File: config.mk
export PLATFORM = sky130hd
export DESIGN_NAME = program_sequencer
export DESIGN_NICKNAME = d
export VERILOG_FILES = /design/src/rtl/program_sequencer.sv
export SDC_FILE = /design/constraint.sdc
export NUM_CORES = 1
export LEC_CHECK = 0
export BUFFER_PORTS_ARGS = -buffer_cell sky130_fd_sc_hd__buf_2
export CORE_MARGIN = 1.5
export CORE_UTILIZATION = 42
export DETAILED_ROUTE_END_ITERATION = 8
export PLACE_DENSITY = 0.68
export RECOVER_POWER = 100
export SKIP_CTS_REPAIR_TIMING = 1
export SLEW_MARGIN = 20
export SYNTH_ARGS = -nofsm -noshare
export SYNTH_HDL_FRONTEND = slang
export SYNTH_SLANG_ARGS = --single-unit
File: constraint.sdc
create_clock -name i_clk -period 3.2 [get_ports i_clk]
set_input_delay 0.48 -clock i_clk [delete_from_list [all_inputs] [get_ports i_clk]]
set_output_delay 0.48 -clock i_clk [all_outputs]
set_load 0.03 [all_outputs]
File: src/rtl/program_sequencer.sv
// program_sequencer
//   Holds a short program in an internal word buffer and feeds it to the processor
//   one instruction at a time. Each instruction gets a one-cycle run pulse, and the
//   sequencer waits for done before it moves on. An mvi instruction carries its
//   immediate in the following word, which is presented on dout the cycle after the
//   run pulse. A watchdog flags a processor that never completes an instruction.
// Ports
//   i_clk        rising-edge clock
//   i_reset      asynchronous active-high reset
//   i_load_en    buffer write strobe (accepted in idle only)
//   i_load_addr  buffer write address
//   i_load_data  buffer write data
//   i_prog_len   number of words to execute, sampled on start (capped at DEPTH)
//   i_start      run the program from address 0, or clear a pending error
//   o_dout       word presented to the processor Din
//   o_run        one-cycle pulse per issued instruction
//   i_done       instruction complete, from the processor
//   o_busy       program in progress
//   o_finished   one-cycle pulse when the last instruction completes
//   o_error      sticky watchdog / truncated-immediate flag, cleared by start
module program_sequencer #(
  parameter int unsigned WORD    = 16,
  parameter int unsigned DEPTH   = 32,
  parameter int unsigned AW      = 5,
  parameter logic [2:0]  MVI_OP  = 3'b001,
  parameter int unsigned TIMEOUT = 64
) (
  input  logic            i_clk,
  input  logic            i_reset,
  input  logic            i_load_en,
  input  logic [AW-1:0]   i_load_addr,
  input  logic [WORD-1:0] i_load_data,
  input  logic [AW:0]     i_prog_len,
  input  logic            i_start,
  output logic [WORD-1:0] o_dout,
  output logic            o_run,
  input  logic            i_done,
  output logic            o_busy,
  output logic            o_finished,
  output logic            o_error
);

  localparam int unsigned    WDW     = $clog2(TIMEOUT) + 1;
  localparam logic [AW:0]    DEPTH_L = (AW + 1)'(DEPTH);
  localparam logic [WDW-1:0] WD_LAST = WDW'(TIMEOUT - 1);

  typedef enum logic [2:0] {StIdle, StIssue, StImm, StWait, StFinish, StError} state_e;

  state_e          r_state;
  logic [AW-1:0]   r_pc;
  logic [AW:0]     r_len;
  logic [WDW-1:0]  r_wdog;
  logic [WORD-1:0] r_dout;
  logic            r_run;
  logic            r_busy;
  logic            r_finished;
  logic            r_error;
  logic [WORD-1:0] r_mem [DEPTH];

  logic [AW-1:0]   w_pc_inc;
  logic            w_last;
  logic            w_is_mvi;
  logic [AW:0]     w_len_cap;
  logic [WORD-1:0] w_mem_next;

  assign w_pc_inc   = r_pc + 1'b1;
  // Widened compare so pc+1 == DEPTH is representable.
  assign w_last     = (({1'b0, r_pc} + 1'b1) == r_len);
  // In ISSUE r_dout already holds mem[pc], so the opcode is decoded from it.
  assign w_is_mvi   = (r_dout[8:6] == MVI_OP);
  assign w_len_cap  = (i_prog_len > DEPTH_L) ? DEPTH_L : i_prog_len;
  assign w_mem_next = r_mem[w_pc_inc];

  assign o_dout     = r_dout;
  assign o_run      = r_run;
  assign o_busy     = r_busy;
  assign o_finished = r_finished;
  assign o_error    = r_error;

  // Program buffer: not reset, so a program survives a mid-run reset.
  always_ff @(posedge i_clk) begin
    if (r_state == StIdle && i_load_en) begin
      r_mem[i_load_addr] <= i_load_data;
    end
  end

  // Outputs are registered alongside the state they belong to: every transition
  // loads the output values that the destination state presents.
  always_ff @(posedge i_clk or posedge i_reset) begin
    if (i_reset) begin
      r_state    <= StIdle;
      r_pc       <= '0;
      r_len      <= '0;
      r_wdog     <= '0;
      r_dout     <= '0;
      r_run      <= 1'b0;
      r_busy     <= 1'b0;
      r_finished <= 1'b0;
      r_error    <= 1'b0;
    end else begin
      r_run      <= 1'b0;
      r_finished <= 1'b0;
      case (r_state)
        StIdle: begin
          if (i_start) begin
            if (i_prog_len == '0) begin
              r_state    <= StFinish;
              r_finished <= 1'b1;
            end else begin
              r_len   <= w_len_cap;
              r_pc    <= '0;
              r_wdog  <= '0;
              r_dout  <= r_mem[0];
              r_run   <= 1'b1;
              r_busy  <= 1'b1;
              r_state <= StIssue;
            end
          end
        end
        StIssue: begin
          // The watchdog counts from the run pulse, so ISSUE is its first cycle.
          r_wdog <= r_wdog + 1'b1;
          if (w_is_mvi) begin
            if (w_last) begin
              r_error <= 1'b1;
              r_busy  <= 1'b0;
              r_state <= StError;
            end else begin
              r_pc    <= w_pc_inc;
              r_dout  <= w_mem_next;
              r_state <= StImm;
            end
          end else begin
            r_state <= StWait;
          end
        end
        StImm, StWait: begin
          if (i_done) begin
            if (w_last) begin
              r_finished <= 1'b1;
              r_busy     <= 1'b0;
              r_state    <= StFinish;
            end else begin
              r_pc    <= w_pc_inc;
              r_dout  <= w_mem_next;
              r_run   <= 1'b1;
              r_wdog  <= '0;
              r_state <= StIssue;
            end
          end else if (r_wdog == WD_LAST) begin
            r_error <= 1'b1;
            r_busy  <= 1'b0;
            r_state <= StError;
          end else begin
            r_wdog  <= r_wdog + 1'b1;
            r_state <= StWait;
          end
        end
        StFinish: begin
          r_state <= StIdle;
        end
        StError: begin
          if (i_start) begin
            r_error <= 1'b0;
            r_state <= StIdle;
          end
        end
        default: begin
          r_state <= StIdle;
        end
      endcase
    end
  end

endmodule

# After elaboration in Yosys (flattened, before gate mapping)
# Memory sizes are Yosys's and may differ from the RTL's.
# Index checks and enable logic that the tools add are counted.
# W data, S select, Z words.
[totals]
regBits = 41
latchBits = 0
ramBits = 512
romBits = 0
inputBits = 32
elab_cells = 98
mem_count = 1
[memory_table]
columns = ["memory", "depth", "word_bits", "read_ports", "rd_ports_with_merged_regs", "wr", "line", "text"]
rows = [
  ["r_mem", 32, 16, 2, 0, 1, "58", "logic [WORD-1:0] r_mem [DEPTH];"],
]
[op_classes]
n_addsub = 3
mul = 0
div_mod_pow = 0
n_lt_le_gt_ge = 1
eq_ne = 18
shift = 0
muxes = 53
bitwise_logic = 1
n_reduce_logical = 12
[ops]
columns = ["op", "count"]
rows = [
  ["$mux W16", 5],
  ["$pmux W16 S3", 1],
  ["$mux W7", 5],
  ["$mux W5", 5],
  ["$mux W3", 8],
  ["$mux W1", 21],
  ["$pmux W7 S3", 1],
  ["$ne A2 B2 Y1 const B", 8],
  ["$pmux W5 S3", 1],
  ["$reduce_and A5 Y1", 3],
  ["$pmux W3 S4", 1],
  ["$ne A3 B3 Y1 const B", 3],
  ["$add A7 B1 Y7 const B", 1],
  ["$eq A7 B6 Y1 const B", 1],
  ["$add A5 B1 Y6 const B", 1],
  ["$eq A3 B1 Y1 const B", 2],
  ["$eq A3 B2 Y1 const B", 2],
  ["$eq A6 B6 Y1", 1],
  ["$gt A6 B6 Y1 const B", 1],
  ["$logic_not A6 Y1", 1],
  ["$mux W6", 1],
  ["$pmux W1 S3", 2],
  ["$reduce_and A6 Y1", 1],
  ["$reduce_bool A3 Y1", 2],
  ["9 further kinds", 10],
]

# Longest topological paths before layout
# Gate-level depths: netlist (run 1).
[depth]
depth_word = 5
ltp_mapped = 9
mapped_depth_nobuf = 7

# Least setup slack after synthesis (run 1)
# OpenSTA, ideal clock, no wires.
[synth_timing]
path_kind = "register to register"
from = "register r_state[2]"
to = "memory r_mem[24][0], enable pin"
arrival_time_ns = 2.079
required_ns = 2.812
slack_ns = 0.733
path_stages_with_launch = 8
n_path_buf = 2
synth_period_minus_slack_ns = 2.467
path_cell_list = "dfrtp_1 -> clkbuf_2 -> clkbuf_1 -> nor3_1 -> nand2_1 -> nor2_1 -> nand3_1 -> nor2_1"
[synth_between]
elab_chain_cells = 4
[synth_rtl]
columns = ["item", "line", "text"]
rows = [
  ["start: declaration", "49", "state_e r_state;"],
  ["start signal: assignment", "91", "r_state <= StIdle;"],
  ["start signal: assignment", "107", "r_state <= StFinish;"],
  ["start signal: assignment", "116", "r_state <= StIssue;"],
  ["$logic_not A3 Y1", "82", "if (r_state == StIdle && i_load_en) begin"],
  ["$logic_and A1 B1 Y1", "82", ""],
  ["$mux W1", "82", ""],
  ["$mux W1 (not written as such)", "83", "r_mem[i_load_addr] <= i_load_data;"],
  ["end: declaration", "58", ""],
]
# No other way between the ends.

# Worst setup path in the final report (run 1)
[layout_timing]
from = "register r_pc[0]"
to = "register r_dout[6], in the netlist o_dout[6]"
[layout_between]
elab_chain_cells = 5
elab_cells_between_ends = 8
cone_classes = "add/sub (2); eq/ne (1); mux (4); memory (1)"
[layout_rtl]
columns = ["item", "line", "text"]
rows = [
  ["start: declaration", "50", "logic [AW-1:0] r_pc;"],
  ["start signal: assignment", "129", "r_pc <= w_pc_inc;"],
  ["start signal: assignment", "144", "r_pc <= w_pc_inc;"],
  ["$add A5 B1 Y5 / $add A5 B1 Y6 (equally long branches)", "66, 68", ""],
  ["$mem_v2 Z32 W16 / $eq A6 B6 Y1 (equally long branches)", "n/a", ""],
  ["$mux W16 (*)", "124, 139", ""],
  ["$mux W16, on equally long branches", "138, 123", ""],
  ["$pmux W16 S3 (*)", "103", "case (r_state)"],
  ["end signal: assignment", "113", "r_dout <= r_mem[0];"],
  ["end signal: assignment", "130", "r_dout <= w_mem_next;"],
  ["end signal: assignment", "145", "r_dout <= w_mem_next;"],
  ["end: declaration", "53", "logic [WORD-1:0] r_dout;"],
]
# Every way passes the cells marked *; elsewhere a longest branch is shown, timed or not. The select of a mux whose other input is x is not followed.
# A chain may end at the register's enable or synchronous reset.

==> flow_metrics.py, run 1 <==
metrics = {
    "sta": {
        "hold_viol": 0,
        "relSlewSlack_pct": -2.52,
        "tightest_slew_ns": 1.54,
        "fmaxAchievable_mhz": 338,
        "slew_viol_final": 66,
        "rsz0062_at_grt": "no",
        "final.period_utilization_pct": 92.5,
        "finalSetupViolations": 0,
        "fin_ws_ns": 0.239,
        "fin_worst_skew_ns": 0.0247,
        "finalSetupTns_ns": 0,
        "fin_crit_ns": 2.96,
    },
    "global_routing": {
        "first_global_vias": 11400,
        "grt.total_usage_pct": 18.5,
        "overflow": 0,
        "grt_antenna_before_repair": 3,
        "grt_max_degree": 65,
        "grt_pass1_wl_um": 72800,
    },
    "setup_path": {
        "rr_startpoint": "r_pc[0]",
        "crit_arrival_ns": 3.43,
        "crit_type": "register to register",
        "crit_path_end_kind": "register",
        "crit_required_ns": 3.67,
        "critPathLaunchType": "register",
        "path_max_fanout": 8,
        "startpoint": "r_pc[0]",
    },
    "clock_network": {
        "clk_pin_slew_ns": 0.06,
        "cts_buffers": 54,
        "ctsHtreeMaxLevel": 2,
        "clockBufferDepth": 3,
        "clk_latency_ns": 0.60,
        "cts_sinks": 553,
        "cts_tree": "done",
        "root_buffer": "clkbuf_16",
    },
    "status": {
        "failed_checks": "max-capacitance violations, max-slew violations",
        "outcome": "complete, but fails checks",
    },
    "detailed_routing": {
        "dr_wl_met2_um": 23600,
        "route.vias.total": 11000,
        "wl_per_cell_um": 25.3,
        "avgViaCountPerCell": 5.72,
        "drt-met1-wl_um": 19900,
        "drt_first_pass_iters": 5,
        "wl_met3_um": 3680,
        "first_iter_violations": 1100,
        "top_layer": "met5",
        "drc": 0,
        "drt_wl_total_um": 48600,
        "ant_nets": 0,
    },
    "cells_and_area": {
        "drive_gt1_share_pct": 27.9,
        "area_growth_syn_to_layout_pct": 14.4,
        "finalInstanceArea_mm2": 0.0252,
        "fill_cells": 4170,
        "finish.utilization_pct": 48.8,
        "antennaDiodeCount": 0,
        "fin_nets": 1227,
    },
    "place": {
        "gp_congestion": 0.847,
        "dpl_worst_slack_ns": 0.349,
        "place_area_mm2": 0.0235,
        "port_buffers": 51,
        "hpwl_um": 30000,
    },
    "synthesis": {
        "synth-edff-count": 512,
        "avgSynthCellArea_um2": 20.6,
        "synth_cells": 1070,
        "synth.distinct_cells": 60,
        "async_flop_share_pct": 7.41,
        "synth_seq_area_share_pct": 74.4,
        "ys.flop_type": "edfxtp_1",
        "synth-seq-cells": 553,
        "syn-cell-area_mm2": 0.0220,
        "yosysWarnings": 0,
        "syn_nets": 1104,
    },
    "die": {
        "ios": 52,
        "rows": 83,
        "die_h_um": 232,
        "die_w_um": 232,
        "core_mm2": 0.0516,
        "start_util_pct": 42.7,
        "die_area_mm2": 0.0538,
    },
    "pwr": {
        "power.leakage_nw": 8.03,
        "power.density_mw_per_mm2": 890,
        "vdd_drop_max_mv": 0.632,
        "power_mw": 22.4,
    },
    "min_path": {
        "hp-class": "input port to register",
        "min_from": "i_prog_len[4]",
    },
    "run": {
        "cap_violations": 2,
    },
}
## where the power goes
part,internal [mW],switching (mW)
combinational,3.44,3.95
sequential,8.17,0.267
clock,3.88,2.71
total,15.5,6.92
## registers in the layout, indices dropped and copies added (netlist names)
register / cells
o_busy: 1
o_dout: 16
o_error: 1
o_finished: 1
o_run: 1
r_len: 6
r_mem: 512
r_pc: 5
r_state: 3
r_wdog: 7
## stage by stage
| stage | hold WS, ns | std cells |
|---|---|---|
| detailed placement | 0.499 | 1816 |
| finish | 0.153 | 1917 |
| CTS | -0.0817 | 1916 |
| global route | 0.181 | 1917 |
| floorplan | 0.452 | 1070 |
| global placement | 0.490 | 1816 |
## metal layers
layer	track usage [%]	vias to the layer above
li1	-	4681
met1	25.5	5766
met2	29.6	427
met3	3.92	91
met4	5.99	6
met5	0	-
## final timing paths
check,endpoint,slack (ns),depth (start not counted)
min reg2reg,r_wdog[5],0.51,1
max in group asynchronous,r_len[2],0.94,4
max,o_dout[6],0.24,7
min,r_len[4],0.15,3
min in group asynchronous,o_dout[2],0.69,3
max reg2reg,o_dout[6],0.24,7
## layout by cell type (no fill, tap or decap), types with 3 or more instances in the layout
cell type / netlist / layout
mux2i_1: 21 / 21
inv_1: 6 / 6
o22ai_1: 3 / 3
buf_12: 2 / 8
mux2_2: 22 / 22
clkinv_2: 0 / 8
buf_2: 20 / 16
a32oi_1: 7 / 7
nor2_1: 56 / 49
clkbuf_8: 0 / 5
nand2b_1: 9 / 9
edfxtp_1: 512 / 512
buf_4: 8 / 29
nor3_1: 7 / 7
and3_1: 3 / 3
clkbuf_2: 2 / 23
clkbuf_1: 17 / 60
a21oi_1: 27 / 27
nor2b_1: 4 / 4
o21ai_0: 21 / 21
mux4_2: 144 / 144
dfrtp_1: 41 / 40
nand3_1: 17 / 17
a21o_1: 3 / 3
clkbuf_16: 0 / 54
xor2_1: 3 / 3
xnor2_1: 8 / 7
o311ai_0: 7 / 7
o211ai_1: 11 / 11
nor2_2: 0 / 7
bufinv_16: 0 / 8
clkinv_1: 0 / 7
nand2_1: 40 / 40
## Yosys cell counts (4+ instances only)
| library cell | n | share of area (%) |
|---|---|---|
| edfxtp_1 | 512 | 70 |
| mux4_2 | 144 | 15 |
| nor2_1 | 56 | 0.95 |
| dfrtp_1 | 41 | 4.7 |
| nand2_1 | 40 | 0.68 |
| a21oi_1 | 27 | 0.61 |
| mux2_2 | 22 | 1.1 |
| mux2i_1 | 21 | 0.95 |
| o21ai_0 | 21 | 0.48 |
| buf_2 | 20 | 0.45 |
| clkbuf_1 | 17 | 0.29 |
| nand3_1 | 17 | 0.39 |
| o211ai_1 | 11 | 0.37 |
| nand2b_1 | 9 | 0.26 |
| buf_4 | 8 | 0.27 |
| xnor2_1 | 8 | 0.32 |
| a32oi_1 | 7 | 0.28 |
| nor3_1 | 7 | 0.16 |
| o311ai_0 | 7 | 0.28 |
| inv_1 | 6 | 0.10 |
| buf_1 | 5 | 0.085 |
| buf_6 | 4 | 0.20 |
| nor2b_1 | 4 | 0.11 |
## area by class of cell
| cell class | count | area (um^2) | area share [%] |
|---|---|---|---|
| Tap cell | 680 | 851 | 3.38 |
| Inverter | 6 | 22.5 | 0.0894 |
| Timing Repair Buffer | 125 | 763 | 3.03 |
| Multi-Input combinational cell | 453 | 5320 | 21.1 |
| Clock inverter | 29 | 379 | 1.50 |
| Clock buffer | 71 | 1470 | 5.81 |
| Sequential cell | 553 | 16400 | 65.1 |
## logic make-up (layout without fill, tap and decap cells)
logic type	after synthesis	count (layout)	synth area share, %
fa+ha+maj	2	2	0.114
mux	188	188	16.8
flops	553	553	74.4
compound gates	99	99	3.07
buf+inv	64	231	1.64
simple gates	150	150	3.15
xor+xnor	14	14	0.744
## worst max-delay path, stage by stage, from the launching register on
cell      delay, ns
dfrtp_4        0.50
ha_4           0.23
nand3_2        0.12
xnor2_2        0.81
buf_4          0.31
mux4_2         0.57
mux2i_1        0.18
o211ai_1       0.10
(Power assumes the default switching activity.)
==> run 2, diff against run 1 <==
--- a/config.mk
+++ b/config.mk
@@ -5,6 +5,7 @@
 export SDC_FILE = /design/constraint.sdc
 export NUM_CORES = 1
 export LEC_CHECK = 0
+export ABC_AREA = 1
 export BUFFER_PORTS_ARGS = -buffer_cell sky130_fd_sc_hd__buf_2
 export CORE_MARGIN = 1.5
 export CORE_UTILIZATION = 42
==> constraint.sdc (replaced) <==
create_clock -name i_clk -period 2.82 [get_ports i_clk]
set_input_delay 0.423 -clock i_clk [delete_from_list [all_inputs] [get_ports i_clk]]
set_output_delay 0.423 -clock i_clk [all_outputs]
set_load 0.03 [all_outputs]
==> run 2 against run 1 <==
Effect of this change:
- the run still ends with max-capacitance violations, max-slew violations left
- final cell count rose by 46%
- non-clock buffer count fell by 15
- global-route usage rose by 2.0 points
- first-iteration DRC count rose by 70%
- clock skew fell by 0.0045 ns
- sequential share of layout area fell by 1.5 points
- synthesized cell count rose by 87%
- power rose by 18%
- via count rose by 40%
- critical path depth rose by 3
- design area rose by 2.3%
- area after synthesis rose by 3.9%
- largest power group is now combinational cells
==> flow_metrics.py, run 2 <==
metrics = {
    "global_routing": {
        "grt_max_degree": 149,
        "grt_antenna_before_repair": 0,
        "grt.total_usage_pct": 20.5,
        "first_global_vias": 14700,
        "grt_pass1_wl_um": 88000,
        "overflow": 0,
    },
    "synthesis": {
        "synth_mux_area_share_pct": 0,
        "synthAdderAreaFrac_pct": 0.109,
        "avgSynthCellArea_um2": 11.4,
        "ys_top_cells_by_area": "edfxtp_1, nand2_1, nand3_1, nor2_1, dfrtp_1",
        "synth-edff-count": 512,
        "yosysTopAreaCell": "edfxtp_1",
        "syn_nets": 2038,
        "ys.flop_type": "edfxtp_1",
        "synth_top_family_by_area": "simple AND/OR/NAND/NOR gates",
        "synth-seq-cells": 553,
        "synth_seq_area_share_pct": 71.6,
        "async_flop_share_pct": 7.41,
        "synthXorXnorAreaFrac_pct": 0.0765,
        "synth.distinct_cells": 34,
        "yosysWarnings": 0,
        "synth_top_area_share_pct": 67.2,
        "synth-compound-area-share_pct": 5.54,
        "syn-cell-area_mm2": 0.0229,
        "yosys.area_share.simple_pct": 19.3,
        "synth_common_cells": "edfxtp_1, nand2_1, nor2_1, nand3_1, o21ai_0",
        "yosysMostFrequentCell": "edfxtp_1",
        "synth_cells": 2004,
    },
    "sta": {
        "hold_viol": 0,
        "whs_ns": 0.0273,
        "fin_worst_skew_ns": 0.0201,
        "fin_crit_ns": 2.55,
        "tightest_slew_ns": 1.85,
        "fmaxAchievable_mhz": 392,
        "final.period_utilization_pct": 90.5,
        "finalSetupViolations": 0,
        "slew_viol_final": 495,
        "rsz0062_at_grt": "no",
        "fin_ws_ns": 0.268,
        "relSlewSlack_pct": -23.3,
        "finalSetupTns_ns": 0,
    },
    "die": {
        "ios": 52,
        "start_util_pct": 42.5,
        "die_area_mm2": 0.0559,
        "die_w_um": 236,
        "rows": 85,
        "core_mm2": 0.0538,
        "die_h_um": 236,
    },
    "clock_network": {
        "clk_pin_slew_ns": 0.06,
        "root_buffer": "clkbuf_16",
        "clk_latency_ns": 0.63,
        "cts_tree": "done",
        "cts_sinks": 553,
        "cts_buffers": 57,
        "clockBufferDepth": 3,
        "ctsHtreeMaxLevel": 2,
    },
    "setup_path": {
        "critPathLaunchType": "register",
        "critPathMaxStageDelay_ns": 0.56,
        "crit_chain": "ha_4 -> buf_12 -> o21ai_0 -> o211ai_1 -> nand3_1 -> nand2_1 -> nand2_1 -> nand3_1 -> nand2_1 -> nand2_1",
        "crit_arrival_ns": 3.11,
        "critPathSlowestCell": "dfrtp_4",
        "crit_required_ns": 3.37,
        "crit_top_cell": "nand2_1",
        "crit_type": "register to register",
        "path_max_fanout": 100,
        "crit_path_end_kind": "register",
    },
    "pwr": {
        "power.density_mw_per_mm2": 1030,
        "switching_share_pct": 37.9,
        "p_int_mw": 16.5,
        "pwr-share-clk_pct": 28.0,
        "p_seq_share_pct": 36.0,
        "power_mw": 26.6,
        "power.leakage_nw": 9.21,
        "comb_power_share_pct": 36.1,
        "switchingPower_mw": 10.1,
        "vdd_drop_max_mv": 0.806,
    },
    "place": {
        "port_buffers": 51,
        "place_area_mm2": 0.0241,
        "dpl_worst_slack_ns": 0.391,
        "dp_cells": 2695,
        "hpwl_um": 32700,
        "gp_congestion": 0.876,
    },
    "cells_and_area": {
        "largest_reg_flops": 512,
        "area_growth_syn_to_layout_pct": 12.7,
        "fin_nets": 2093,
        "finalInstanceArea_mm2": 0.0258,
        "final_cell_mix": "edfxtp_1, nand2_1, nor2_1",
        "antennaDiodeCount": 0,
        "layout_commonest_cell": "edfxtp_1",
        "finish.utilization_pct": 47.9,
        "regMostFlops": "r_mem",
        "drive_gt1_share_pct": 8.79,
        "stdcell_count": 2800,
    },
    "detailed_routing": {
        "first_iter_violations": 1869,
        "drt-met1-wl_um": 24300,
        "dr_wl_met2_um": 27500,
        "top_layer": "met4",
        "drt_wl_total_um": 57500,
        "wl_per_cell_um": 20.5,
        "ant_nets": 0,
        "wl_met3_um": 4380,
        "drc": 0,
        "drt_first_pass_iters": 5,
        "avgViaCountPerCell": 5.49,
        "route.vias.total": 15400,
    },
    "status": {
        "outcome": "complete, but fails checks",
        "failed_checks": "max-capacitance violations, max-slew violations",
    },
    "run": {
        "cap_violations": 15,
    },
    "min_path": {
        "hp-class": "input port to register",
    },
}
-- run 2: kinds of logic (layout without fill, tap and decap cells) --
kind of cell | Yosys count | in the layout
buffers and inverters | 160 | 260
adders and majority gates | 2 | 2
AOI/OAI and AO/OA | 227 | 227
xor gates and xnor gates | 2 | 2
and+or+nand+nor | 1060 | 1060
DFF | 553 | 553
-- run 2: power groups by stage --
stage / Clock [mW] / Combinational, mW / Sequential (mW)
after detailed placement: 0 / 9.60 / 9.69
after floorplan: 0 / 6.61 / 9.83
after global routing: 7.82 / 10.6 / 9.57
final: 7.43 / 9.57 / 9.55
after CTS: 7.50 / 9.65 / 9.53
after global placement: 0 / 9.47 / 9.69
-- run 2: worst paths after layout --
path / from / end / slack [ns] / cells past startpoint
max: r_pc[0] / o_dout[11] / 0.27 / 10
min reg2reg: o_dout[14] / o_dout[14] / 0.49 / 2
min: i_prog_len[0] / r_len[0] / 0.03 / 3
min in group asynchronous: i_reset / o_busy / 0.38 / 3
max reg2reg: r_pc[0] / o_dout[11] / 0.27 / 10
max in group asynchronous: i_reset / r_pc[0] / 1.88 / 4
-- run 2: critical path, delay by kind of cell (launching register included) --
family / cells / cell delay [ns]
buffers and inverters: 1 / 0.31
DFF: 1 / 0.56
AOI/OAI and AO/OA: 2 / 0.38
and+or+nand+nor: 6 / 0.73
adders and majority gates: 1 / 0.35
-- run 2: per-layer routing --
metal  vias up  global-route usage, %
met4         0                   6.92
met5         -                      0
li1       7120                      -
met3        86                   3.24
met2       679                   33.6
met1      7499                   27.9
-- run 2: cell type report --
cell class	instances	area, um^2
Clock buffer	76	1550
Clock inverter	28	293
Fill cell	4707	28000
Inverter	46	184
Multi-Input combinational cell	1291	5730
Sequential cell	553	16400
Tap cell	696	871
Timing Repair Buffer	110	758
==> run 3, diff against run 2 <==
--- a/config.mk
+++ b/config.mk
@@ -10,7 +10,7 @@
 export CORE_MARGIN = 1.5
 export CORE_UTILIZATION = 42
 export DETAILED_ROUTE_END_ITERATION = 8
-export PLACE_DENSITY = 0.68
+export PLACE_DENSITY = 0.7
 export RECOVER_POWER = 100
 export SKIP_CTS_REPAIR_TIMING = 1
 export SLEW_MARGIN = 20
==> constraint.sdc (replaced) <==
create_clock -name i_clk -period 2.3 [get_ports i_clk]
set_input_delay 0.345 -clock i_clk [delete_from_list [all_inputs] [get_ports i_clk]]
set_output_delay 0.345 -clock i_clk [all_outputs]
set_load 0.03 [all_outputs]
==> run 3 against run 2 <==
Effect of this change:
- the flow finishes with violations (negative hold slack, max-capacitance violations, max-slew violations)
- clock skew rose by 0.030 ns
- via count rose by 2.4%
- critical path depth fell by 2
- fmax rose by 13%
- core utilization rose by 1.6 points
- sequential power rose by 21%
- design area rose by 3.3%
- setup slack got worse by 0.23 ns
- critical path type unchanged
- critical endpoint is now r_mem[7][0]
- largest cell class unchanged
==> flow_metrics.py, run 3 (synthesis results as in run 2) <==
metrics = {
    "cells_and_area": {
        "layout_commonest_cell": "edfxtp_1",
        "largest_reg_flops": 512,
        "fill_cells": 4605,
        "fin_nets": 2126,
        "stdcell_count": 2832,
        "multi_input_area_mm2": 0.00579,
        "final_cell_mix": "edfxtp_1, nand2_1, nor2_1",
        "antennaDiodeCount": 0,
        "regMostFlops": "r_mem",
        "regArea_mm2": 0.0164,
        "area_growth_syn_to_layout_pct": 16.4,
        "drive_gt1_share_pct": 10.6,
    },
    "sta": {
        "tightest_slew_ns": 1.82,
        "fmaxAchievable_mhz": 442,
        "fin_crit_ns": 2.26,
        "whs_ns": -0.000476,
        "fin_ws_ns": 0.0398,
        "fin_worst_skew_ns": 0.0506,
        "finalSetupTns_ns": 0,
        "finalSetupViolations": 0,
        "rsz0062_at_grt": "yes",
        "final.period_utilization_pct": 98.3,
        "slew_viol_final": 363,
        "relSlewSlack_pct": -21.5,
        "hold_viol": 1,
    },
    "place": {
        "gp_congestion": 0.852,
        "dp_cells": 2715,
        "hpwl_um": 33800,
        "dpl_worst_slack_ns": 0.0304,
        "port_buffers": 51,
    },
    "setup_path": {
        "crit_required_ns": 2.59,
        "startpoint": "r_state[2]",
        "crit_path_end_kind": "register",
        "crit_type": "register to register",
        "timing.rr.end": "r_mem[7][0]",
        "path_max_fanout": 9,
        "r2r_slack_ns": 0.04,
        "critPathLaunchType": "register",
        "rr_startpoint": "r_state[2]",
        "reg2reg_depth": 8,
        "crit_arrival_ns": 2.55,
    },
    "pwr": {
        "switching_share_pct": 38.6,
        "power.leakage_nw": 9.55,
        "p_int_mw": 20.7,
        "vdd_drop_max_mv": 0.862,
        "p_seq_share_pct": 34.5,
        "pwr-share-clk_pct": 25.0,
        "comb_power_share_pct": 40.6,
        "switchingPower_mw": 13.0,
        "power.density_mw_per_mm2": 1270,
    },
    "detailed_routing": {
        "drt_first_pass_iters": 5,
        "first_iter_violations": 2077,
        "drc": 0,
        "wl_per_cell_um": 21.0,
        "route.vias.total": 15700,
        "avgViaCountPerCell": 5.56,
        "drt_wl_total_um": 59500,
        "ant_nets": 0,
    },
    "global_routing": {
        "overflow": 0,
        "first_global_vias": 15000,
        "grt_pass1_wl_um": 88400,
        "grt_antenna_before_repair": 1,
        "grt_max_degree": 108,
        "grt.total_usage_pct": 20.6,
    },
    "status": {
        "outcome": "complete, but fails checks",
        "failed_checks": "negative hold slack, max-capacitance violations, max-slew violations",
    },
    "die": {
        "die_h_um": 236,
        "ios": 52,
        "start_util_pct": 42.5,
        "die_area_mm2": 0.0559,
        "rows": 85,
        "die_w_um": 236,
        "core_mm2": 0.0538,
    },
    "min_path": {
        "min_from": "i_prog_len[3]",
        "hp-class": "input port to register",
        "hold_path_depth": 3,
        "min_to": "r_len[3]",
    },
    "run": {
        "cap_violations": 12,
    },
    "clock_network": {
        "cts_tree": "done",
        "clockBufferDepth": 3,
        "cts_sinks": 553,
        "cts_buffers": 54,
        "root_buffer": "clkbuf_16",
        "clk_latency_ns": 0.64,
        "ctsHtreeMaxLevel": 2,
        "clk_pin_slew_ns": 0.06,
    },
}
## run 3: changes by cell type in the layout (fill, tap and decap cells not counted), moves of 4 or more
cell,previous run,this run
o21ai_1,3,9
buf_4,11,32
clkinv_1,8,14
clkbuf_2,28,1
buf_16,0,4
clkbuf_1,55,48
buf_12,15,47
o21ai_0,166,160
## run 3: routing by layer
layer / vias up / wire length [um] / global-route usage [%]
met3: 103 / 5290 / 3.54
met5: - / 0 / 0
met2: 777 / 28000 / 33.7
met1: 7672 / 24600 / 28.0
met4: 0 / 1680 / 6.78
li1: 7196 / - / -
## run 3: how the worst max path moves through the flow
stage,slack [ns],cells past startpoint,to
after global routing,-0.06,13,r_pc[4]
after global placement,0.11,13,r_pc[4]
after floorplan,0.24,7,r_mem[0][0]
after CTS,-0.02,8,r_mem[7][15]
final,0.04,8,r_mem[7][0]
after detailed placement,0.03,8,r_mem[7][15]
## run 3: cell type report
type,instances,share of cell area [%]
Clock buffer,68,5.34
Clock inverter,32,0.944
Inverter,46,0.714
Multi-Input combinational cell,1292,21.7
Sequential cell,553,61.6
Tap cell,696,3.27
Timing Repair Buffer,145,6.43
## run 3: critical path, stage by stage, from the launching register on
cell and delay (ns):
dfrtp_1 0.41, inv_1 0.11, nand3_1 0.12, inv_2 0.09
nand2_1 0.25, nor2_2 0.27, nand2_1 0.19, nor2_2 0.22
buf_4 0.24
## run 3: power by group through the flow
stage	clock network, mW	registers, mW	logic (mW)
global route	8.89	11.7	15.0
detailed placement	0	11.8	12.4
floorplan	0	12.0	8.11
finish	8.42	11.6	13.7
global placement	0	11.8	12.2
CTS	8.52	11.6	12.5
## run 3: metrics by stage
| step | total power [mW] | hold WS, ns | area (um^2) | util [%] |
|---|---|---|---|---|
| floorplan | 20.2 | 0.444 | 22900 | - |
| global placement | 24.0 | 0.403 | 24700 | 45.8 |
| detailed placement | 24.3 | 0.409 | 24700 | 45.8 |
| CTS | 32.7 | -0.255 | 26300 | 49.0 |
| global route | 35.6 | 0.00609 | 26600 | 49.5 |
| finish | 33.7 | -0.000476 | 26600 | 49.5 |
